`src/rtl/reset_sequencer.sv`:
```
// reset_sequencer
//   Collects asynchronous and synchronous reset requests and turns them into a
//   stretched, staged set of synchronous reset outputs. It also keeps a sticky
//   record of which sources caused a reset.
//
// Ports
//   i_clk         sole clock, rising edge
//   i_rst_n       synchronous active-low reset (treated as power-on cause)
//   i_req_async   asynchronous level reset requests, one per source
//   i_req_strobe  synchronous single-cycle reset command
//   i_src_mask    1 = ignore the matching i_req_async bit
//   i_cause_clr   synchronous clear of the cause register
//   o_reset_out   registered active-high resets; bit 0 is released first
//   o_busy        high whenever the sequencer is not idle
//   o_cause       sticky cause: [0] power-on, [1] strobe, [2+i] i_req_async[i]
module reset_sequencer #(
    parameter int unsigned NUM_SRC        = 2,
    parameter int unsigned SYNC_STAGES    = 2,
    parameter int unsigned STRETCH_CYCLES = 16,
    parameter int unsigned NUM_OUT        = 3,
    parameter int unsigned RELEASE_GAP    = 4
) (
    input  logic               i_clk,
    input  logic               i_rst_n,
    input  logic [NUM_SRC-1:0] i_req_async,
    input  logic               i_req_strobe,
    input  logic [NUM_SRC-1:0] i_src_mask,
    input  logic               i_cause_clr,
    output logic [NUM_OUT-1:0] o_reset_out,
    output logic               o_busy,
    output logic [NUM_SRC+1:0] o_cause
);

    localparam int unsigned CauseW = NUM_SRC + 2;
    // Counters only need to reach their terminal value (max-1), never wrap.
    localparam int unsigned CntW   = (STRETCH_CYCLES > 1) ? $clog2(STRETCH_CYCLES) : 1;
    localparam int unsigned GapW   = (RELEASE_GAP > 1) ? $clog2(RELEASE_GAP) : 1;
    localparam int unsigned StageW = (NUM_OUT > 1) ? $clog2(NUM_OUT) : 1;

    localparam logic [CntW-1:0]   CntLast   = CntW'(STRETCH_CYCLES - 1);
    localparam logic [GapW-1:0]   GapLast   = GapW'(RELEASE_GAP - 1);
    localparam logic [StageW-1:0] StageLast = StageW'(NUM_OUT - 1);

    typedef enum logic [1:0] {StAssert, StRelease, StIdle} state_e;

    logic [NUM_SRC-1:0][SYNC_STAGES-1:0] r_sync;
    state_e                              r_state;
    state_e                              w_state_d;
    logic [CntW-1:0]                     r_cnt;
    logic [CntW-1:0]                     w_cnt_d;
    logic [GapW-1:0]                     r_gap;
    logic [GapW-1:0]                     w_gap_d;
    logic [StageW-1:0]                   r_stage;
    logic [StageW-1:0]                   w_stage_d;
    logic [NUM_OUT-1:0]                  r_reset_out;
    logic [NUM_OUT-1:0]                  w_reset_d;
    logic [CauseW-1:0]                   r_cause;
    logic [CauseW-1:0]                   w_cause_d;
    logic [NUM_SRC-1:0]                  w_sync_out;
    logic [NUM_SRC-1:0]                  w_src_hit;
    logic                                w_req;

    // Per-source synchroniser; masking is applied only on its output.
    always_ff @(posedge i_clk) begin
        if (!i_rst_n) begin
            r_sync <= '0;
        end else begin
            for (int i = 0; i < int'(NUM_SRC); i++) begin
                r_sync[i] <= {r_sync[i][SYNC_STAGES-2:0], i_req_async[i]};
            end
        end
    end

    always_comb begin
        for (int i = 0; i < int'(NUM_SRC); i++) begin
            w_sync_out[i] = r_sync[i][SYNC_STAGES-1];
        end
    end

    assign w_src_hit = w_sync_out & ~i_src_mask;
    assign w_req     = (|w_src_hit) | i_req_strobe;

    // Cause bits set in the same cycle as a clear take priority.
    assign w_cause_d = (i_cause_clr ? '0 : r_cause) | {w_src_hit, i_req_strobe, 1'b0};

    // State and datapath registers.
    always_ff @(posedge i_clk) begin
        if (!i_rst_n) begin
            r_state     <= StAssert;
            r_cnt       <= '0;
            r_gap       <= '0;
            r_stage     <= '0;
            r_reset_out <= '1;
            r_cause     <= CauseW'(1);
        end else begin
            r_state     <= w_state_d;
            r_cnt       <= w_cnt_d;
            r_gap       <= w_gap_d;
            r_stage     <= w_stage_d;
            r_reset_out <= w_reset_d;
            r_cause     <= w_cause_d;
        end
    end

    // Next-state logic.
    always_comb begin
        w_state_d = r_state;
        unique case (r_state)
            StAssert: begin
                if (!w_req && r_cnt == CntLast) begin
                    w_state_d = (NUM_OUT == 1) ? StIdle : StRelease;
                end
            end
            StRelease: begin
                if (w_req) begin
                    w_state_d = StAssert;
                end else if (r_gap == GapLast && r_stage == StageLast) begin
                    w_state_d = StIdle;
                end
            end
            StIdle: begin
                if (w_req) begin
                    w_state_d = StAssert;
                end
            end
            default: w_state_d = StAssert;
        endcase
    end

    // Counter and reset-output datapath; r_stage is the next output to release.
    always_comb begin
        w_cnt_d   = r_cnt;
        w_gap_d   = r_gap;
        w_stage_d = r_stage;
        w_reset_d = r_reset_out;
        unique case (r_state)
            StAssert: begin
                w_reset_d = '1;
                if (w_req) begin
                    w_cnt_d = '0;
                end else if (r_cnt == CntLast) begin
                    w_reset_d[0] = 1'b0;
                    w_gap_d      = '0;
                    w_stage_d    = StageW'(1);
                end else begin
                    w_cnt_d = r_cnt + CntW'(1);
                end
            end
            StRelease: begin
                if (w_req) begin
                    w_reset_d = '1;
                    w_cnt_d   = '0;
                    w_gap_d   = '0;
                end else if (r_gap == GapLast) begin
                    w_reset_d[r_stage] = 1'b0;
                    w_gap_d            = '0;
                    if (r_stage != StageLast) begin
                        w_stage_d = r_stage + StageW'(1);
                    end
                end else begin
                    w_gap_d = r_gap + GapW'(1);
                end
            end
            StIdle: begin
                if (w_req) begin
                    w_reset_d = '1;
                    w_cnt_d   = '0;
                    w_gap_d   = '0;
                end
            end
            default: begin
                w_reset_d = '1;
                w_cnt_d   = '0;
            end
        endcase
    end

    // Outputs.
    always_comb begin
        o_reset_out = r_reset_out;
        o_busy      = (r_state != StIdle);
        o_cause     = r_cause;
    end

endmodule

```
`config.mk`:
```
export PLATFORM = sky130hd
export DESIGN_NAME = reset_sequencer
export DESIGN_NICKNAME = d
export VERILOG_FILES = /design/src/rtl/reset_sequencer.sv
export SDC_FILE = /design/constraint.sdc
export NUM_CORES = 1
export LEC_CHECK = 0
export ABC_AREA = 1
export CORE_MARGIN = 2
export CORE_UTILIZATION = 47
export CTS_CLUSTER_SIZE = 10
export DETAILED_ROUTE_END_ITERATION = 8
export GPL_TIMING_DRIVEN = 0
export PLACE_DENSITY_LB_ADDON = 0.3
export SYNTH_ARGS = -nofsm -noshare
export SYNTH_HDL_FRONTEND = slang
export SYNTH_SLANG_ARGS = --single-unit
```
`constraint.sdc`:
```
create_clock -name i_clk -period 1.6 [get_ports i_clk]
set_input_delay 0.4 -clock i_clk [delete_from_list [all_inputs] [get_ports i_clk]]
set_output_delay 0.4 -clock i_clk [all_outputs]
set_load 0.01 [all_outputs]
```
# == After elaboration in Yosys (flattened, before gate mapping) ==
# Index checks and enable logic that the tools add are counted.
# totals
regBits,21
latchBits,0
mem_bits_rw,0
romBits,0
n_memories,0
# classes
add_sub_neg,3
n_mul,0
div,0
magnitude_cmp,2
n_eq_ne,18
shift,0
n_mux,29
bitwise_logic,6
n_reduce_logical,14
# ops
op,count
$mux W2,13
$ne A2 B2 Y1 const B,9
$mux W4,4
$pmux W2 S3,2
$mux W3,3
$ne A3 B3 Y1 const B,3
$pmux W3 S3,1
$pmux W4 S2,1
$eq A2 B2 Y1 const B,3
$reduce_and A6 Y1,1
$add A2 B1 Y2 const B,2
$add A4 B1 Y4 const B,1
$eq A4 B4 Y1 const B,1
$or A4 B4 Y4,1
$pmux W2 S2,1
$reduce_and A2 Y1,2
$reduce_and A4 Y1,1
$reduce_or A2 Y1,2
$and A3 B3 Y3,1
$logic_and A1 B1 Y1,3
$lt A2 B3 Y1 const B,1
$mux W1,3
$not A3 Y3,1
$reduce_and A3 Y1,1
11 further kinds,11

# == Longest topological paths before layout ==
# logic_depth
word_depth,9
ltp_mapped,10
ltp_nobuf,9

# == Worst setup path after synthesis ==
# Ideal clock, no wire load.
# synth_timing
path_kind,register -> register
startpoint,register r_state[0]
endpoint,register r_gap[0]
setup_ns,0.116
arrival_time_ns,1.188
path_slack_ns,0.296
path_stages_with_launch,8
path_buffers,1
cell_sequence,dfxtp_1 > inv_1 > ha_1 > buf_6 > o21ai_0 > nand3_2 > o21ai_0 > nor2_1
# synth_via
elab_chain_cells,3
elab_cells_between_ends,9
classes_between,eq/ne: 5; mux: 1; reduce/logical: 3
# synth_rtl
element,line_no,text
from (decl),47,state_e r_state;
from (signal assigned),89,r_state <= StAssert;
from (signal assigned),96,r_state <= w_state_d;
"$eq A2 B2 Y1, or another cell as far along",136,unique case (r_state)
$ne A2 B2 Y1 (no source line) / $reduce_bool A3 Y1 (equally long branches),n/a,
$reduce_and A4 Y1 (no source line),n/a,
to (signal assigned),98,r_gap <= w_gap_d;
to (decl),51,logic [GapW-1:0] r_gap;
# Several ways; a longest one is shown, not always the timed one.
# A chain may end at the register's enable or synchronous reset.

# == Final worst setup path ==
# layout_timing
startpoint,register r_state[0]
endpoint,output o_busy
# layout_via
elab_chain_cells,1
# layout_rtl
element,line_no,text
$ne A2 B2 Y1,181,o_busy = (r_state != StIdle);
to (decl),30,"output logic o_busy,"
# No other way between the ends.

==> impl_metrics.toml <==
[grt]
antenna_found_initial = 0
grt_max_degree = 14
grt_usage_pct = 18.6
grt_pass1_wl_um = 3890
grt_pass1_vias = 963
overflow = 0

[power]
peakVddDrop_mv = 0.474
pwr_density_cell_nw_per_um2 = 661
leakage_nw = 0.692

[placement]
place_congestion = 0.814
hpwlAfterDp_um = 1680
portBuffers = 15
dp.cells = 201

[detailed_routing]
wirelength_um = 2110
drt_pass1_iterations = 4
drt_iter0_markers = 16
drcViolationCount = 0
drtAntennaViolNets = 0
vias = 995
viasPerCell = 4.85
wire_per_inst_um = 10.3

[clock_network]
cts_buffers = 3
clk_latency_ns = 0.31
cts_root_buffer = "clkbuf_4"
cts_buffer_depth = 2
ctsHoldBuffers = 0
h-tree-depth = 1
clock-sinks = 21
cts_tree = "yes"
cts.clk_slew.worst_paths_ns = 0.12

[min_path]
hold_class = "reg -> reg"

[logic_synthesis]
synth_seq_area_share_pct = 37.2
syn-num-nets = 174
syn_area_um2 = 1130
synth_cells = 158
synth_seq_cells = 21
ys_types = 24
ys_warn_count = 0
syn_avg_cell_area_um2 = 7.15

[timing]
holdWs_ns = 0.424
slew_headroom_pct = 82.7
rsz0062_at_grt = "no"
worst_clock_skew_ns = 0.00248
fin_crit_sh_pct = 93.0
timing.fmax_mhz = 672
drv_slew = 0
worstMarginPinSlew_ns = 0.259
finalSetupViolations = 0
period_needed_ns = 1.49
hold_viol = 0

[job]
maxCapViolCount = 0

[die]
die_x_um = 53.0
die_y_um = 53.0
core_area_um2 = 2230
num_rows = 17
io_pins = 16
dieArea_um2 = 2810
start_util_pct = 50.6

[status]
status = "finished, final reports clean"

[finish]
syn2layout_area_growth_pct = 18.7
drive_gt1_share_pct = 14.7
antenna_cells = 0
stdcell_count = 205
nNetsFinal = 194
final_core_utilization_pct = 60.1

[critical_path]
crit_fanout = 3
cp-start-kind = "register"
worstSetupPathType = "reg -> out"
worst_ep_required_time_ns = 1.20
worst_setup_path_end_kind = "output pin"
arrival_ns = 1.09
cell usage after synthesis, drive strengths merged:
library cell,n,area [um^2]
o21ai,6,33.8
o2111ai,3,32.5
ha,8,100
xnor2,1,8.76
dfxtp,21,420
nand3,11,65.1
nor2,15,68.8
a21oi,9,45.0
buf,3,23.8
nand4,2,12.5
o21a,1,7.51
nor3,1,5.00
nand2,48,198
inv,29,109
timing repair:
| item | 4_1_cts | 5_1_grt |
|---|---|---|
| setup buffers | 0 | 0 |
| endpoints found under the setup margin | 8 | 3 |
| resized for setup | 12 | 5 |
| pin swaps | 0 | 0 |
per-stage QoR:
step           area, um^2  total power [mW]  setup slack, ns  setup TNS, ns
2_1_floorplan        1130             0.596            0.296              0
3_3_place_gp         1320             0.632           -0.197          -1.41
3_5_place_dp         1320             0.635           -0.227          -1.73
4_1_cts              1340             0.899           0.0129              0
5_1_grt              1340             0.930          0.00324              0
6_report             1340             0.886            0.112              0
per-layer routing:
layer / GRT usage (%) / up-vias / part of all wire, %
li1: - / 529 / -
met3: 2.54 / 5 / 3.1
met2: 33.8 / 18 / 50
met4: 8.97 / 0 / 1.9
met1: 21.2 / 443 / 45
met5: 0 / - / 0
cells by family after synthesis:
group,share of synthesized area (%)
simple gates,30.9
buf+inv,11.7
flops,37.2
compound gates,10.5
fa+ha+maj,8.86
xor+xnor,0.775
critical path, cell delays in order (launching register included):
cell and delay [ns]:
dfxtp_2 0.35, inv_1 0.08, ha_2 0.19, inv_1 0.04, buf_2 0.13
cell type report:
class                   count  area (um^2)
inverters                  29          109
repair buffers             15          136
well taps                  28         35.0
clock buffers               3         22.5
multi-input cells         105          584
flip-flops and latches     21          423
fillers                   208          892
plain buffers               3         23.8
clock inverters             1         7.51
worst paths after layout:
check        startpoint         end  slack, ns  depth (start not counted)
max reg2reg  r_state[1]  r_stage[0]       0.16                          9
min reg2reg   r_sync[0]   r_sync[1]       0.42                          2
min           r_sync[0]   r_sync[1]       0.42                          2
max          r_state[0]      o_busy       0.11                          4
where the power goes:
group / switching [mW] / internal, mW
sequential: 0.00720 / 0.536
clock: 0.171 / 0.0953
combinational: 0.0413 / 0.0355
total: 0.219 / 0.667
registers in the layout (all words and copies together) (netlist names):
name	cells
o_reset_out	3
r_sync	4
r_state	2
r_cnt	4
o_cause	4
r_stage	2
r_gap	2
cell usage in the layout, fill, tap and decap left out, types with 4 or more instances in the layout:
master	count
inv_1	27
a21oi_1	9
clkdlybuf4s50_1	7
nand3_1	8
o21ai_0	4
nand2_1	43
dfxtp_1	19
dlygate4sd2_1	7
nor2_1	12
nand2_2	4
ha_1	7
Power figures use the tool's default switching activity.
